[src/rtl/tff_count_ctrl_pkg.sv]
// Shared definitions for the T-flip-flop counter sequencer: state encoding and default width.
// Used by tff_count_ctrl (optional TFF_COUNT_DOWN_EN build adds a down-count direction input).
package tff_count_ctrl_pkg;

    localparam int DEFAULT_WIDTH = 4;

    typedef enum logic [1:0] {
        ST_IDLE = 2'd0,
        ST_RUN  = 2'd1,
        ST_DONE = 2'd2
    } ctrl_state_t;

    // Encoding 3 is never produced and is treated as IDLE.
    function automatic ctrl_state_t decode_state(input logic [1:0] raw);
        ctrl_state_t s;
        case (raw)
            2'd1:    s = ST_RUN;
            2'd2:    s = ST_DONE;
            default: s = ST_IDLE;
        endcase
        return s;
    endfunction

endpackage

[src/rtl/tff_count_ctrl_cell.sv]
// Single T flip-flop: toggles on en, synchronous active-high reset to 0.
module tff_cell (
    input  logic clock,
    input  logic reset,
    input  logic en,
    output logic q
);

    always_ff @(posedge clock) begin
        if (reset)
            q <= 1'b0;
        else if (en)
            q <= ~q;
    end

endmodule

[src/rtl/tff_count_ctrl.sv]
// Sequencer driving a WIDTH-bit bank of T cells: load, count to a live limit, one-cycle done pulse.
// Define TFF_COUNT_DOWN_EN to add the dir input (1 = count down).
module tff_count_ctrl
    import tff_count_ctrl_pkg::*;
#(
    parameter int WIDTH = DEFAULT_WIDTH
) (
    input  logic             clock,
    input  logic             reset,
    input  logic             start,
    input  logic             stop,
    input  logic             load,
    input  logic [WIDTH-1:0] load_val,
    input  logic [WIDTH-1:0] limit,
`ifdef TFF_COUNT_DOWN_EN
    input  logic             dir,
`endif
    output logic [WIDTH-1:0] q,
    output logic             busy,
    output logic             done,
    output logic [1:0]       state
);

    ctrl_state_t      st;
    ctrl_state_t      st_next;
    logic [WIDTH-1:0] t;
    logic [WIDTH-1:0] up_t;
    logic [WIDTH-1:0] count_t;

    // A bit toggles when every lower bit is 1 (up) or 0 (down).
    assign up_t[0] = 1'b1;
    for (genvar i = 1; i < WIDTH; i++) begin : g_up
        assign up_t[i] = &q[i-1:0];
    end

`ifdef TFF_COUNT_DOWN_EN
    logic [WIDTH-1:0] dn_t;

    assign dn_t[0] = 1'b1;
    for (genvar i = 1; i < WIDTH; i++) begin : g_dn
        assign dn_t[i] = &(~q[i-1:0]);
    end

    assign count_t = dir ? dn_t : up_t;
`else
    assign count_t = up_t;
`endif

    always_comb begin
        t       = '0;
        st_next = st;
        case (decode_state(st))
            ST_IDLE: begin
                if (load)
                    t = q ^ load_val;
                else if (start)
                    st_next = ST_RUN;
            end
            ST_RUN: begin
                if (stop)
                    st_next = ST_IDLE;
                else if (q == limit)
                    st_next = ST_DONE;
                else
                    t = count_t;
            end
            ST_DONE: st_next = ST_IDLE;
            default: st_next = ST_IDLE;
        endcase
    end

    // busy/done are registered alongside the state so they always match it.
    always_ff @(posedge clock) begin
        if (reset) begin
            st   <= ST_IDLE;
            busy <= 1'b0;
            done <= 1'b0;
        end else begin
            st   <= st_next;
            busy <= (st_next == ST_RUN);
            done <= (st_next == ST_DONE);
        end
    end

    assign state = st;

    for (genvar i = 0; i < WIDTH; i++) begin : g_bank
        tff_cell u_cell (
            .clock (clock),
            .reset (reset),
            .en    (t[i]),
            .q     (q[i])
        );
    end

endmodule

[config.mk]
export PLATFORM = sky130hd
export DESIGN_NAME = tff_count_ctrl
export DESIGN_NICKNAME = d
export VERILOG_FILES = /design/src/rtl/tff_count_ctrl_pkg.sv /design/src/rtl/tff_count_ctrl_cell.sv /design/src/rtl/tff_count_ctrl.sv
export SDC_FILE = /design/constraint.sdc
export NUM_CORES = 1
export LEC_CHECK = 0
export ABC_AREA = 1
export CAP_MARGIN = 30
export CORE_MARGIN = 2
export CORE_UTILIZATION = 30
export CTS_BUF_LIST = sky130_fd_sc_hd__clkbuf_2
export CTS_CLUSTER_DIAMETER = 100
export DETAILED_ROUTE_END_ITERATION = 12
export PLACE_DENSITY = 0.55
export RECOVER_POWER = 50
export SYNTH_ARGS = -nofsm -noshare
export SYNTH_HDL_FRONTEND = slang
export SYNTH_HIERARCHICAL = 1
export SYNTH_SLANG_ARGS = --single-unit
export TNS_END_PERCENT = 5
[constraint.sdc]
create_clock -name clock -period 1.7 [get_ports clock]
set_input_delay 0.255 -clock clock [delete_from_list [all_inputs] [get_ports clock]]
set_output_delay 0.255 -clock clock [all_outputs]
set_load 0.02 [all_outputs]
==> impl_metrics.sql <==
INSERT INTO impl_metrics (metric_group, metric, value, unit) VALUES
('setup_path', 'slowest_stage', 'clkdlybuf4s50_1', ''),
('floorplan', 'chipHeight', '47.2', 'microns'),
('power_and_ir_drop', 'power.share.clock', '0.229', ''),
('timing', 'timing.final.setup_violations', '0', ''),
('drt', 'ant_nets', '0', ''),
('yosys', 'yosys.area_share.adder', '0.0446', ''),
('place', 'placed_area', '792', 'sq um'),
('setup_path', 'critical_path_peak_fanout', '7', ''),
('min_path', 'hold_class', 'register to register', ''),
('global_route', 'globalRoute.totalOverflow', '0', ''),
('global_route', 'maximum_number_of_pins_on_one_net_before_global_route_repair', '10', ''),
('global_route', 'groute.usage.overall', '0.133', ''),
('yosys', 'synth_warnings', '6', ''),
('final_layout', 'area_growth_syn_to_layout', '42.2', '%'),
('drt', 'drt_total_wl', '1.29', 'mm'),
('setup_path', 'critPathArrivalTime', '1330', 'ps'),
('place', 'placed_cells', '143', ''),
('min_path', 'hold_depth', '2', ''),
('yosys', 'ys_ff_latch', '8', ''),
('final_layout', 'layout.nets', '138', ''),
('final_layout', 'layout.cells.most_common_list', 'nand2_1 (30), inv_1 (21), clkdlybuf4s50_1 (17), nor2_1 (15), a21oi_1 (8)', ''),
('setup_path', 'timing.critical_path.from_type', 'register', ''),
('timing', 'rsz0062_at_grt', 'false', ''),
('floorplan', 'rows', '15', ''),
('drt', 'drt_drc_violations_left', '0', ''),
('drt', 'drt-vias-per-instance', '4.23', ''),
('final_layout', 'drive_above_1_share', '0.0744', ''),
('clock_network', 'cts.clk_slew.worst_paths', '80', 'ps'),
('floorplan', 'die-width', '47.2', 'microns'),
('yosys', 'post_synth_mux_area_share', '0', ''),
('timing', 'setup_tns', '0', 'ps'),
('drt', 'vias', '617', ''),
('timing', 'post-route-min-period', '1580', 'ps'),
('setup_path', 'crit_path_start', 'g_bank[2].u_cell/q', ''),
('power_and_ir_drop', 'p_leak', '0.417', 'nW'),
('global_route', 'global_route_wire_length_before_repair', '2.01', 'mm'),
('clock_network', 'clock-sinks', '8', ''),
('power_and_ir_drop', 'cell_internal_pwr', '334', 'uW'),
('clock_network', 'tritoncts.num_buffers', '3', ''),
('yosys', 'synth_area_per_cell', '5.72', 'sq um'),
('timing', 'min_period_over_period', '0.930', ''),
('timing', 'fmaxAchievable', '633', 'MHz'),
('final_layout', 'most_frequent_standard_cell_in_the_layout_excluding_fill_and_tap_cells', 'nand2_1', ''),
('timing', 'clock_skew', '0.366', 'ps'),
('clock_network', 'clock_tree.buffer_depth', '2', ''),
('floorplan', 'die_area', '0.00223', 'sq mm'),
('status', 'run_status', 'complete, no violations', ''),
('setup_path', 'critical_path.max_stage_delay', '640', 'ps'),
('place', 'finalWeightedCongestion', '0.741', ''),
('drt', 'number_of_design_rule_violations_left_by_the_first_detailed_router_iteration', '21', ''),
('floorplan', 'number_of_primary_i_o_pins', '21', ''),
('global_route', 'vias_in_the_first_global_route', '514', ''),
('place', 'portBuffers', '20', ''),
('final_layout', 'antenna_cells', '0', ''),
('timing', 'worst_slew_pin_slew', '253', 'ps'),
('yosys', 'synth.top_cells.by_area', 'dfxtp_1 (29%), nand2_1 (19%), inv_1 (14%), nor2_1 (10%), a21oi_1 (7.1%)', ''),
('yosys', 'synth.largest_area_cell', 'dfxtp_1', ''),
('timing', 'slew_viol_final', '0', ''),
('setup_path', 'crit_buf_inv', '1', ''),
('power_and_ir_drop', 'power.share.switching', '0.353', ''),
('clock_network', 'clk-insertion-delay-late', '240', 'ps'),
('yosys', 'mappedNetlistArea', '561', 'sq um'),
('yosys', 'main_combinational_cell_family_by_area_after_synthesis', 'simple AND/OR/NAND/NOR gates', ''),
('job', 'max_cap_violations', '0', ''),
('place', 'detailedPlacementHpwl', '1.04', 'mm'),
('drt', 'firstDrtPassIters', '5', ''),
('setup_path', 'reg2regPathDepth', '9', ''),
('clock_network', 'cts_setup_buffers', '0', ''),
('setup_path', 'r2r-end', 'g_bank[3].u_cell/q', ''),
('min_path', 'worst_hold_startpoint', 'g_bank[0].u_cell/q', ''),
('yosys', 'netlist.area_leader.share', '0.286', '');
## sequential cells by signal (all words and copies together), names as in the netlist
signal and cells:
busy 1, done 1, g_bank.u_cell/q 4, state 2
## area by class of cell
class,instances,area (sq um)
Sequential cell,8,161
Multi-Input combinational cell,68,313
Clock buffer,3,15.0
Timing Repair Buffer,20,194
Tap cell,25,31.3
Fill cell,191,948
Inverter,22,82.6
## routing by layer
layer  routed length, microns  global-route usage  vias to the layer above
met4                       24              0.0833                        0
li1                         -                   -                      343
met3                       71              0.0346                        5
met5                        0                   0                        -
met1                      677               0.170                      250
met2                      517               0.197                       19
## through the flow
stage               power [mW]  hold WS (ps)  setup slack (ps)   util
finish                   0.516           548               119  0.457
global route             0.558           583              6.62  0.457
CTS                      0.530           577              46.6  0.462
detailed placement       0.409           565              82.1  0.454
global placement         0.406           548               137  0.454
floorplan                0.330           399               119      -
## Yosys cell counts
cell type	count
a21oi_1	8
nor2_1	15
nand3_2	1
ha_1	2
nand2_1	28
nand2_2	4
dfxtp_1	8
inv_1	21
a21oi_2	1
inv_2	1
nand3_1	4
nor3_1	1
o21ai_0	2
nand4_1	2
## power by group through the flow
stage / combinational [mW] / sequential [mW] / clock, mW
2_1_floorplan: 0.0854 / 0.245 / 0
3_3_place_gp: 0.176 / 0.230 / 0
3_5_place_dp: 0.179 / 0.230 / 0
4_1_cts: 0.179 / 0.226 / 0.125
5_1_grt: 0.192 / 0.230 / 0.136
6_report: 0.172 / 0.226 / 0.118
## cells by family after synthesis
| group | Yosys count |
|---|---|
| buf+inv | 22 |
| simple gates | 55 |
| flops | 8 |
| compound gates | 11 |
| fa+ha+maj | 2 |
## what timing repair did
action / 4_1_cts / 5_1_grt
gates resized for setup: 0 / 3
setup endpoints to repair: 0 / 3
hold buffers: 0 / 0
## worst max path at each step
stage / end / slack (ps) / depth (start not counted)
after floorplan: g_bank[0].u_cell/q / 120 / 9
after global placement: g_bank[2].u_cell/q / 140 / 10
after detailed placement: g_bank[2].u_cell/q / 80 / 11
after CTS: q[0] / 50 / 1
after global routing: g_bank[3].u_cell/q / 7 / 9
final: q[2] / 120 / 1
Power figures use the tool's default switching activity.
